==> config.mk <==
export PLATFORM = sky130hd
export DESIGN_NAME = k_and_s_control_unit
export DESIGN_NICKNAME = d
export VERILOG_FILES = /design/src/rtl/k_and_s_pkg.sv /design/src/rtl/k_and_s_control_unit.sv
export SDC_FILE = /design/constraint.sdc
export NUM_CORES = 1
export LEC_CHECK = 0
export CAP_MARGIN = 10
export CORE_AREA = 2 2 62 64
export CTS_BUF_LIST = sky130_fd_sc_hd__clkbuf_8
export DETAILED_ROUTE_END_ITERATION = 7
export DIE_AREA = 0 0 64 66
export PLACE_DENSITY = 0.66
export SYNTH_ARGS = -nofsm -noshare
export SYNTH_HDL_FRONTEND = slang
export SYNTH_SLANG_ARGS = --single-unit
==> constraint.sdc <==
create_clock -name clk -period 1.7 [get_ports clk]
set_input_delay 0.17 -clock clk [delete_from_list [all_inputs] [get_ports clk]]
set_output_delay 0.17 -clock clk [all_outputs]
set_load 0.05 [all_outputs]
==> src/rtl/k_and_s_pkg.sv <==
// k_and_s_pkg
//   Shared types and constants for the K&S processor control path.
//   - decoded_instruction_type : one-hot instruction class from the decoder
//   - alu_op_t                 : ALU operation select driven to the datapath
//   - ctrl_state_t             : control FSM state encoding
//   - is_one_hot()             : legality check on a decoded instruction
//   - branch_taken()           : branch-condition evaluation against the flags
package k_and_s_pkg;

  typedef logic [15:0] decoded_instruction_type;

  localparam decoded_instruction_type I_NOP    = 16'h0001;
  localparam decoded_instruction_type I_LOAD   = 16'h0002;
  localparam decoded_instruction_type I_STORE  = 16'h0004;
  localparam decoded_instruction_type I_MOVE   = 16'h0008;
  localparam decoded_instruction_type I_ADD    = 16'h0010;
  localparam decoded_instruction_type I_SUB    = 16'h0020;
  localparam decoded_instruction_type I_AND    = 16'h0040;
  localparam decoded_instruction_type I_OR     = 16'h0080;
  localparam decoded_instruction_type I_BRANCH = 16'h0100;
  localparam decoded_instruction_type I_BZERO  = 16'h0200;
  localparam decoded_instruction_type I_BNZERO = 16'h0400;
  localparam decoded_instruction_type I_BNEG   = 16'h0800;
  localparam decoded_instruction_type I_BNNEG  = 16'h1000;
  localparam decoded_instruction_type I_BOV    = 16'h2000;
  localparam decoded_instruction_type I_BNOV   = 16'h4000;
  localparam decoded_instruction_type I_HALT   = 16'h8000;

  typedef enum logic [1:0] {
    ALU_ADD = 2'b00,
    ALU_SUB = 2'b01,
    ALU_AND = 2'b10,
    ALU_OR  = 2'b11
  } alu_op_t;

  // State codes kept as plain constants so the encoding stays fixed.
  typedef logic [2:0] ctrl_state_t;
  localparam ctrl_state_t IDLE   = 3'd0;
  localparam ctrl_state_t FETCH  = 3'd1;
  localparam ctrl_state_t DECODE = 3'd2;
  localparam ctrl_state_t EXEC   = 3'd3;
  localparam ctrl_state_t LOAD   = 3'd4;
  localparam ctrl_state_t HALTED = 3'd5;

  // Exactly one bit set (all-zero is not one-hot).
  function automatic logic is_one_hot(input decoded_instruction_type v);
    return (v != '0) && ((v & (v - 16'd1)) == '0);
  endfunction

  // Taken/not-taken for any branch class; non-branch encodings return 0.
  function automatic logic branch_taken(input decoded_instruction_type instr,
                                        input logic zero, input logic neg,
                                        input logic ovf);
    logic t;
    t = 1'b0;
    case (instr)
      I_BRANCH: t = 1'b1;
      I_BZERO:  t = zero;
      I_BNZERO: t = !zero;
      I_BNEG:   t = neg;
      I_BNNEG:  t = !neg;
      I_BOV:    t = ovf;
      I_BNOV:   t = !ovf;
      default:  t = 1'b0;
    endcase
    return t;
  endfunction

endpackage

==> src/rtl/k_and_s_control_unit.sv <==
// k_and_s_control_unit
//   Control FSM of the K&S processor: IDLE -> FETCH -> DECODE -> EXEC/LOAD/HALTED.
//   Drives datapath enables/selects from registered state, the wait counter and
//   the instruction latched in DECODE.
// Parameters
//   MEM_LAT : RAM read latency in cycles (1..15)
// Ports
//   clk, rst               : clock, synchronous active-high reset
//   decoded_instruction    : one-hot instruction class from the decoder
//   zero/neg/signed_overflow : registered flags from the datapath
//   ir_enable, pc_enable, branch, addr_sel, c_sel, operation,
//   write_reg_enable, flags_reg_enable, ram_write_enable : datapath controls
//   halt, illegal_instr    : sticky status until rst
// Configuration
//   KS_ILLEGAL_TRAP_EN : non-one-hot instructions in DECODE halt with
//                        illegal_instr=1; otherwise they run as NOP and
//                        illegal_instr is tied 0.
module k_and_s_control_unit
  import k_and_s_pkg::*;
#(
  parameter int unsigned MEM_LAT = 1
) (
  input  logic                    clk,
  input  logic                    rst,
  input  decoded_instruction_type decoded_instruction,
  input  logic                    zero,
  input  logic                    neg,
  input  logic                    signed_overflow,
  output logic                    ir_enable,
  output logic                    pc_enable,
  output logic                    branch,
  output logic                    addr_sel,
  output logic                    c_sel,
  output alu_op_t                 operation,
  output logic                    write_reg_enable,
  output logic                    flags_reg_enable,
  output logic                    ram_write_enable,
  output logic                    halt,
  output logic                    illegal_instr
);

  localparam logic [3:0] LAST_CNT = 4'(MEM_LAT - 1);

  ctrl_state_t             state, state_d;
  logic [3:0]              wait_cnt;
  decoded_instruction_type instr_q;
  logic                    last_cnt;

  assign last_cnt = (wait_cnt == LAST_CNT);

  always_comb begin
    state_d = state;
    case (state)
      IDLE:   state_d = FETCH;
      FETCH:  if (last_cnt) state_d = DECODE;
      DECODE: begin
        if (decoded_instruction == I_HALT)      state_d = HALTED;
        else if (decoded_instruction == I_LOAD) state_d = LOAD;
`ifdef KS_ILLEGAL_TRAP_EN
        else if (!is_one_hot(decoded_instruction)) state_d = HALTED;
`endif
        else                                     state_d = EXEC;
      end
      EXEC:   state_d = FETCH;
      LOAD:   if (last_cnt) state_d = FETCH;
      HALTED: state_d = HALTED;
      default: state_d = IDLE;
    endcase
  end

  always_ff @(posedge clk) begin
    if (rst) begin
      state    <= IDLE;
      wait_cnt <= '0;
      instr_q  <= '0;
    end else begin
      state <= state_d;
      // Counter only runs while waiting on RAM; any state change restarts it.
      if (state_d != state)
        wait_cnt <= '0;
      else if (state == FETCH || state == LOAD)
        wait_cnt <= wait_cnt + 4'd1;
      if (state == DECODE)
        instr_q <= decoded_instruction;
    end
  end

`ifdef KS_ILLEGAL_TRAP_EN
  logic illegal_q;
  always_ff @(posedge clk) begin
    if (rst)
      illegal_q <= 1'b0;
    else if (state == DECODE && decoded_instruction != I_HALT &&
             !is_one_hot(decoded_instruction))
      illegal_q <= 1'b1;
  end
`endif

  // Outputs are a pure decode of state/counter/latched instruction. The flag
  // inputs are already registered in the datapath and are only looked at in
  // EXEC. rst forces everything low so nothing fires in the reset cycle.
  always_comb begin
    ir_enable        = 1'b0;
    pc_enable        = 1'b0;
    branch           = 1'b0;
    addr_sel         = 1'b0;
    c_sel            = 1'b0;
    operation        = ALU_ADD;
    write_reg_enable = 1'b0;
    flags_reg_enable = 1'b0;
    ram_write_enable = 1'b0;
    halt             = 1'b0;
    illegal_instr    = 1'b0;
    if (!rst) begin
      case (state)
        FETCH: if (last_cnt) begin
          ir_enable = 1'b1;
          pc_enable = 1'b1;
        end
        EXEC: begin
          // Exact matches only: non-one-hot encodings fall to default (NOP).
          case (instr_q)
            I_ADD: begin write_reg_enable = 1'b1; flags_reg_enable = 1'b1; operation = ALU_ADD; end
            I_SUB: begin write_reg_enable = 1'b1; flags_reg_enable = 1'b1; operation = ALU_SUB; end
            I_AND: begin write_reg_enable = 1'b1; flags_reg_enable = 1'b1; operation = ALU_AND; end
            I_OR:  begin write_reg_enable = 1'b1; flags_reg_enable = 1'b1; operation = ALU_OR;  end
            I_MOVE: begin write_reg_enable = 1'b1; operation = ALU_OR; end
            I_STORE: begin addr_sel = 1'b1; ram_write_enable = 1'b1; end
            I_BRANCH, I_BZERO, I_BNZERO, I_BNEG, I_BNNEG, I_BOV, I_BNOV: begin
              branch    = branch_taken(instr_q, zero, neg, signed_overflow);
              pc_enable = branch_taken(instr_q, zero, neg, signed_overflow);
            end
            default: ;
          endcase
        end
        LOAD: begin
          addr_sel = 1'b1;
          if (last_cnt) begin
            write_reg_enable = 1'b1;
            c_sel            = 1'b1;
          end
        end
        HALTED: begin
          halt = 1'b1;
`ifdef KS_ILLEGAL_TRAP_EN
          illegal_instr = illegal_q;
`endif
        end
        default: ;
      endcase
    end
  end

endmodule

==> results of run 1 <==
## state kept, by name, indices dropped and copies added, names as in the netlist
name,count
instr_q,16
state,3
wait_cnt,4
## per-layer routing
layer  global-route usage  part of all wire
met5                    0                 0
met1               0.2432              0.42
met3              0.04089             0.033
met2               0.3789              0.54
met4              0.03261            0.0020
## power by group through the flow
stage / sequential [W] / combinational (W) / clock (W)
floorplan: 0.000594 / 0.000226 / 0
global placement: 0.000603 / 0.000386 / 0
detailed placement: 0.000604 / 0.000398 / 0
CTS: 0.000593 / 0.000437 / 0.000349
global route: 0.000599 / 0.000472 / 0.000375
finish: 0.000594 / 0.000439 / 0.000340
## cell type report
cell class              count  area (sq um)  share of cell area
well taps                  48         60.06             0.02522
flip-flops and latches     23         466.7              0.1960
clock inverters             1         5.005            0.002102
inverters                   8         30.03             0.01261
repair buffers             69         738.2              0.3100
clock buffers               3         41.29             0.01734
multi-input cells         136          1040              0.4367
## layout by cell type, fill, tap and decap left out, types with 3 or more instances in the layout
| master | synthesis | final |
|---|---|---|
| a21oi_1 | 18 | 18 |
| buf_12 | 0 | 11 |
| buf_4 | 1 | 34 |
| buf_6 | 0 | 4 |
| clkbuf_8 | 0 | 3 |
| clkdlybuf4s50_1 | 0 | 13 |
| dfxtp_1 | 23 | 18 |
| dfxtp_2 | 0 | 5 |
| dlymetal6s2s_1 | 0 | 7 |
| inv_1 | 8 | 6 |
| nand2_1 | 33 | 33 |
| nor2_1 | 9 | 7 |
| nor3_1 | 3 | 3 |
| nor4_1 | 11 | 5 |
| nor4_2 | 0 | 4 |
| o21ai_0 | 4 | 3 |
| xnor2_1 | 5 | 5 |
## cell families after synthesis
kind of cell	share of synthesized area
simple gates	0.3559
compound gates	0.1685
flops	0.3315
buf+inv	0.06397
xor+xnor	0.04415
fa+ha+maj	0.01802
mux	0.01532
other cells	0.002700
## through the flow
stage / setup slack [ps] / instance area, sq um / instances / TNS (ps) / utilization
floorplan: -538.9 / 1493 / 180 / -2284 / -
global placement: -378.0 / 2192 / 283 / -3716 / 0.6173
detailed placement: -413.2 / 2192 / 283 / -3841 / 0.6173
CTS: -559.6 / 2321 / 289 / -4362 / 0.6536
global route: -618.4 / 2381 / 288 / -4776 / 0.6705
finish: -542.6 / 2381 / 288 / -4061 / 0.6705
## critical path: stages (launching register included)
cell,delay (ps)
dfxtp_2,320
or4_4,550
nor3_4,150
nand4b_1,160
buf_4,170
and4b_4,320
buf_12,130
## repair_timing
item                                    in CTS  in global routing
endpoints found under the setup margin      15                 16
setup buffers                                2                  0
cloned                                       0                  0
pin swaps                                    8                  5
gates resized for setup                     16                 19
## path summary, 6_finish.rpt
path,from,to
worst max-delay path,instr_q[15]$_SDFFE_PP0P_,flags_reg_enable
worst min-delay path,decoded_instruction[11],instr_q[11]$_SDFFE_PP0P_
worst max register to register,wait_cnt[0]$_SDFFE_PP0P_,state[0]$_SDFF_PP0_
worst min register to register,instr_q[1]$_SDFFE_PP0P_,instr_q[1]$_SDFFE_PP0P_
==> impl_metrics.yaml, run 1 <==
logic_synthesis:
  synth.most_common_cell: "nand2_1"
  synthDistinctLibCells: 46
  synth_seq_cells: 23
  yosysTopAreaCellShare: 0.3315
  synthFlopType: "dfxtp_1"
  synth-seq-area-share: 0.3315
  synth_edf_count: 0
  synth_fp_nets: 203
  syn_inst: 180
  yosys_warnings: 0
  yosys.area.top_type: "dfxtp_1"
  syn_avg_cell_area_sq_um: 7.716
  netlist_area_sq_mm: 0.001389
  async_flop_share: 0
  synth_common_cells: "33 x nand2_1, 23 x dfxtp_1, 18 x a21oi_1"
  yosys-top-cells-area: "dfxtp_1 33%, nand2_1 8.9%, a21oi_1 6.5%, nor4_1 5.0%, xnor2_1 3.2%"
grt:
  grt_use_total: 0.2033
  overflow: 0
  first_global_vias: 1500
  grt_pass1_wl_mm: 6.796
  grt_max_degree: 23
  antenna_found_initial: 0
clock_network:
  cts_tree: "done"
  ctsHoldBuffers: 0
  cts_max_level: 1
  clkTransAtPathRegs_ps: 90
  clockBufferDepth: 2
  cts_root_buf: "clkbuf_8"
  cts_made_buffers: 3
  cts.sinks: 23
  clk_latency_ps: 260
timing:
  finalCritPeriodShare: 1.319
  fmax_mhz: 445.9
  final_max_slew_viol_count: 0
  hold_violations: 0
  whs_ps: 209.5
  period_minus_slack_ps: 2243
  setup-violations-final: 10
  setup_ws_ps: -542.6
  finClkSkew_ps: 6.937
  grt_setup_unrepaired: "true"
worst_setup_path:
  critPathMaxFanout: 2
  cp-end-kind: "output port"
  worst_ep_arrival_time_ps: 2070
  required_ps: 1530
  reg2reg_setup_slack_ps: 60
  startpoint_type: "register"
  worstRegToRegCells: 7
  critPathKind: "reg2out"
power_and_ir_drop:
  switching_power_w: 0.0004201
  switching_share: 0.3061
  combPwrFrac: 0.320
  power.share.clock: 0.247
  max-vdd-ir-drop_mv: 0.4752
  powerDensity_mw_per_mm2: 576.3
  p_int_w: 0.0009522
  power_leakage_nw: 0.9221
  p_total_w: 0.001372
  p_seq_frac: 0.433
routing:
  post_drt_wl_per_cell_um: 14.05
  detail-route-antenna-nets: 0
  routed_via_density: 5.257
  drtIter0Drc: 44
  drt_wl_total_mm: 4.046
  drc: 0
  dr_total_vias: 1514
  first_pass_iters: 4
run_status:
  violations: "negative setup slack"
  status: "finished, violations left"
floorplan:
  initial_core_util: 0.3911
  die_y_um: 66
  pin_count: 33
  coreArea_sq_mm: 0.003551
  dieArea_sq_mm: 0.004224
  fp.dieW_um: 64
  num_rows: 22
cells_and_area:
  final_nets: 264
  drive_gt1_frac: 0.3833
  diodes: 0
  n_fill_cell: 271
  areaGrowthSynthToFinish_pct: 71.44
place:
  port_buffers: 31
  dp_hpwl_mm: 3.084
  gp_congestion: 0.7641
hold_path:
  hold_class: "in2reg"
  whs_path_depth: 3
job:
  drv_cap: 0
(Power assumes the default switching activity.)
==> inputs of run 2 (changes only) <==
--- a/config.mk
+++ b/config.mk
@@ -14,3 +14,4 @@
 export SYNTH_ARGS = -nofsm -noshare
 export SYNTH_HDL_FRONTEND = slang
 export SYNTH_SLANG_ARGS = --single-unit
+export TNS_END_PERCENT = 50
==> run 2 against run 1 <==
Design area decreased by 4.9%. Highest routed layer unchanged. Die area unchanged. Largest cell class unchanged. Global-route usage shrank 1.1 points. Worst setup slack lost 38 ps. Critical path depth unchanged. Via count fell by 1.3%. Register-to-register slack worse by 30 ps. Combinational power down 6.6%. Power shrank 2.8%. Sequential share of layout area grew 1.0 points. The flow still finishes with violations (negative setup slack). Clock-buffer cell count did not move.
==> impl_metrics.yaml, run 2 (synthesized netlist as in run 1, its figures left out) <==
clock_network:
  cts_made_buffers: 3
  cts_tree: "done"
  clkTransAtPathRegs_ps: 80
  ctsHoldBuffers: 0
  cts_root_buf: "clkbuf_8"
  clk_latency_ps: 260
  clockBufferDepth: 2
  cts_max_level: 1
  cts.sinks: 23
timing:
  whs_ps: 459.1
  final_max_slew_viol_count: 0
  finalSetupTns_ps: -4700
  grt_setup_unrepaired: "true"
  hold_violations: 0
  setup-violations-final: 14
  finClkSkew_ps: 6.383
  fmax_mhz: 438.4
  period_minus_slack_ps: 2281
  setup_ws_ps: -581.0
  finalCritPeriodShare: 1.342
power_and_ir_drop:
  p_seq_frac: 0.446
  max-vdd-ir-drop_mv: 0.4095
  switching_power_w: 0.0003964
  powerDensity_mw_per_mm2: 589.3
  combPwrFrac: 0.307
  power.share.clock: 0.247
  switching_share: 0.2970
  p_int_w: 0.0009382
  power_leakage_nw: 0.8304
cells_and_area:
  areaGrowthSynthToFinish_pct: 63.06
  diodes: 0
  final_nets: 261
  top_register: "instr_q"
  n_fill_cell: 295
  drive_gt1_frac: 0.3333
  final_common_cell: "buf_4"
  top_regs: "instr_q: 16 flops, wait_cnt: 4 flops, state: 3 flops"
  final_cells: 285
  largest_register_ffs: 16
  final_cell_mix: "34 x buf_4, 33 x nand2_1, 20 x clkdlybuf4s50_1, 18 x a21oi_1, 18 x dfxtp_1"
floorplan:
  initial_core_util: 0.3911
  coreArea_sq_mm: 0.003551
  pin_count: 33
  die_y_um: 66
  num_rows: 22
  fp.dieW_um: 64
  dieArea_sq_mm: 0.004224
worst_setup_path:
  r2r_start: "wait_cnt[0]$_SDFFE_PP0P_"
  startpoint_type: "register"
  critPathKind: "reg2out"
  worst_ep_arrival_time_ps: 2110
  cp-end-kind: "output port"
  critPathMaxFanout: 3
  required_ps: 1530
  timing.critical_path.from: "instr_q[15]$_SDFFE_PP0P_"
job:
  drv_cap: 0
routing:
  met1Wirelength_mm: 1.635
  drt_wl_total_mm: 3.881
  topRoutingLayerUsed: "met4"
  drc: 0
  dr_total_vias: 1495
  first_pass_iters: 4
  dr_wl_met3_um: 138
  wl_met2_mm: 2.087
  drtIter0Drc: 103
  routed_via_density: 5.246
  post_drt_wl_per_cell_um: 13.62
  detail-route-antenna-nets: 0
run_status:
  status: "finished, violations left"
  violations: "negative setup slack"
grt:
  antenna_found_initial: 0
  grt_use_total: 0.1920
  first_global_vias: 1420
  overflow: 0
  grt_pass1_wl_mm: 6.423
  grt_max_degree: 23
place:
  dp_hpwl_mm: 3.025
  gp_congestion: 0.8831
  port_buffers: 31
  dp_cells: 278
hold_path:
  hold_class: "reg2reg"
  holdCritStartpoint: "instr_q[1]$_SDFFE_PP0P_"
run 2: metal layers:
| layer | track usage | vias to the layer above |
|---|---|---|
| met2 | 0.3555 | 28 |
| met4 | 0.04348 | 0 |
| li1 | - | 757 |
| met3 | 0.03407 | 2 |
| met5 | 0 | - |
| met1 | 0.2293 | 708 |
run 2: worst paths after layout:
kind,slack [ps],end,depth (start not counted)
max,-580,operation[1],6
min,460,instr_q[1]$_SDFFE_PP0P_,2
max reg2reg,30,state[0]$_SDFF_PP0_,7
min reg2reg,460,instr_q[1]$_SDFFE_PP0P_,2
run 2: worst max-delay path: stages, from the launching register on:
cell and delay (ps):
dfxtp_1 320, or4_4 560, nor3_4 160, nand4b_1 170, buf_4 190, nor4_4 270
buf_12 180
run 2: per-stage QoR:
step           area (sq um)  worst slack (ps)  power [W]  utilization
2_1_floorplan          1469            -548.6  0.0008093            -
5_1_grt                2265            -680.7   0.001400       0.6378
3_5_place_dp           2131            -509.1  0.0009843       0.6001
6_report               2265            -581.0   0.001335       0.6378
3_3_place_gp           2131            -489.8  0.0009707       0.6001
4_1_cts                2242            -581.0   0.001339       0.6314
run 2: layout make-up:
class / count / area [sq um] / area share
multi-input combinational: 136 / 975.9 / 0.4309
tap: 48 / 60.06 / 0.02652
clock inverter: 1 / 3.754 / 0.001657
timing repair buffer: 66 / 686.9 / 0.3033
sequential: 23 / 466.7 / 0.2061
inverter: 8 / 30.03 / 0.01326
clock buffer: 3 / 41.29 / 0.01823
run 2: power by group through the flow:
stage / Clock [W] / Sequential [W] / Combinational (W)
finish: 0.000330 / 0.000595 / 0.000410
global placement: 0 / 0.000603 / 0.000368
global route: 0.000359 / 0.000599 / 0.000442
CTS: 0.000338 / 0.000594 / 0.000407
detailed placement: 0 / 0.000605 / 0.000379
floorplan: 0 / 0.000594 / 0.000215
run 2: timing repair:
item	CTS	global route
endpoints found under the setup margin	15	15
gates resized for setup	15	4
setup buffers	2	1
pin swaps	5	4
==> inputs of run 3 (changes only) <==
--- a/config.mk
+++ b/config.mk
@@ -10,6 +10,7 @@
 export CTS_BUF_LIST = sky130_fd_sc_hd__clkbuf_8
 export DETAILED_ROUTE_END_ITERATION = 7
 export DIE_AREA = 0 0 64 66
+export MAX_ROUTING_LAYER = met4
 export PLACE_DENSITY = 0.66
 export SYNTH_ARGS = -nofsm -noshare
 export SYNTH_HDL_FRONTEND = slang
==> run 3 against run 2 <==
The flow still finishes with violations (negative setup slack). Clock power decreased by 1%. Core utilization is the same. Sequential share of layout area stayed put. Fmax grew 0.27%. Global-route usage rose by 0.52 points. First-iteration DRC count unchanged. Clock-buffer cell count stayed put. Design area is the same. Critical path depth is the same. Sequential cell count is the same. Hold slack about the same. Critical path type unchanged.
==> impl_metrics.yaml, run 3 (synthesized netlist as in run 1, its figures left out) <==
run_status:
  status: "finished, violations left"
  violations: "negative setup slack"
grt:
  grt_pass1_wl_mm: 6.423
  grt_max_degree: 23
  grt_use_total: 0.1972
  antenna_found_initial: 0
  first_global_vias: 1421
  overflow: 0
routing:
  routed_via_density: 5.239
  dr_total_vias: 1493
  drt_wl_total_mm: 3.870
  first_pass_iters: 4
  drc: 0
  detail-route-antenna-nets: 0
  drtIter0Drc: 103
  post_drt_wl_per_cell_um: 13.58
power_and_ir_drop:
  power.share.clock: 0.245
  max-vdd-ir-drop_mv: 0.4038
  p_seq_frac: 0.447
  power_leakage_nw: 0.8304
  powerDensity_mw_per_mm2: 587.7
  switching_power_w: 0.0003930
  switching_share: 0.2952
  combPwrFrac: 0.308
  p_int_w: 0.0009381
cells_and_area:
  top_register: "instr_q"
  final_cell_mix: "34 x buf_4, 33 x nand2_1, 20 x clkdlybuf4s50_1, 18 x a21oi_1, 18 x dfxtp_1"
  top_regs: "instr_q: 16 flops, wait_cnt: 4 flops, state: 3 flops"
  drive_gt1_frac: 0.3333
  largest_register_ffs: 16
  final_nets: 261
  final_common_cell: "buf_4"
  diodes: 0
  ff_latch_area_sq_um: 466.7
  multi_input_area_sq_um: 975.9
  areaGrowthSynthToFinish_pct: 63.06
  n_fill_cell: 295
timing:
  grt_setup_unrepaired: "true"
  period_minus_slack_ps: 2275
  finClkSkew_ps: 5.268
  setup_ws_ps: -575.0
  whs_ps: 459.3
  final_max_slew_viol_count: 0
  finalCritPeriodShare: 1.338
  hold_violations: 0
  fmax_mhz: 439.6
  setup-violations-final: 14
  finalSetupTns_ps: -4688
worst_setup_path:
  slowest_stage: "or4_4"
  worstRegToRegCells: 7
  critPathKind: "reg2out"
  worst_ep_arrival_time_ps: 2100
  startpoint_type: "register"
  slowest_delay_ps: 560
  worstPathCellList: "or4_4, nor3_4, nand4b_1, buf_4, nor4_4, buf_12"
  required_ps: 1530
  critPathMaxFanout: 3
  cp-end-kind: "output port"
floorplan:
  initial_core_util: 0.3911
  fp.dieW_um: 64
  num_rows: 22
  die_y_um: 66
  dieArea_sq_mm: 0.004224
  coreArea_sq_mm: 0.003551
  pin_count: 33
clock_network:
  clk_latency_ps: 260
  clockBufferDepth: 2
  ctsHoldBuffers: 0
  clkTransAtPathRegs_ps: 80
  cts_max_level: 1
  cts_made_buffers: 3
  cts_root_buf: "clkbuf_8"
  cts_tree: "done"
  cts.sinks: 23
place:
  dp_hpwl_mm: 3.025
  gp_congestion: 0.8978
  port_buffers: 31
hold_path:
  hold_class: "reg2reg"
  whs_path_depth: 2
job:
  drv_cap: 0
## run 3: worst max-delay path: cells and delay by family (launching register included)
kind / cells / cell delay (ps)
AND/OR/NAND/NOR: 4 / 1150
buffers and inverters: 2 / 370
flip-flops: 1 / 310
## run 3: power by group through the flow
stage	clock [W]	sequential [W]	combinational, W
after global routing	0.000359	0.000599	0.000442
after floorplan	0	0.000594	0.000215
after detailed placement	0	0.000605	0.000379
after CTS	0.000338	0.000594	0.000407
after global placement	0	0.000603	0.000368
final	0.000326	0.000595	0.000410
## run 3: cell type report
| cell class | instances | area share |
|---|---|---|
| Timing Repair Buffer | 66 | 0.3033 |
| Tap cell | 48 | 0.02652 |
| Inverter | 8 | 0.01326 |
| Clock buffer | 3 | 0.01823 |
| Multi-Input combinational cell | 136 | 0.4309 |
| Clock inverter | 1 | 0.001657 |
| Sequential cell | 23 | 0.2061 |
## run 3: what timing repair did
| item | CTS | global route |
|---|---|---|
| setup endpoints to repair | 15 | 15 |
| setup buffers | 2 | 1 |
| pin swaps | 5 | 4 |
| resized for setup | 15 | 4 |
## run 3: routing by layer
layer	routed length, um	up-vias	track usage
met4	17	0	0.04348
met5	0	-	-
met1	1622	709	0.2293
met2	2094	26	0.3555
met3	135	2	0.03407
li1	-	756	-
## run 3: path summary, 6_finish.rpt
check | start | to | slack [ps]
min | instr_q[1]$_SDFFE_PP0P_ | instr_q[1]$_SDFFE_PP0P_ | 460
max | instr_q[15]$_SDFFE_PP0P_ | operation[1] | -570
min reg2reg | instr_q[1]$_SDFFE_PP0P_ | instr_q[1]$_SDFFE_PP0P_ | 460
max reg2reg | wait_cnt[0]$_SDFFE_PP0P_ | state[0]$_SDFF_PP0_ | 30
## run 3: through the flow
step	utilization	total power [W]	instance area, sq um	setup slack [ps]	cells
after floorplan	-	0.0008093	1469	-548.6	180
after global placement	0.6001	0.0009707	2131	-489.8	278
after detailed placement	0.6001	0.0009843	2131	-509.1	278
after CTS	0.6314	0.001339	2242	-581.0	284
after global routing	0.6378	0.001400	2265	-680.7	285
final	0.6378	0.001331	2265	-575.0	285
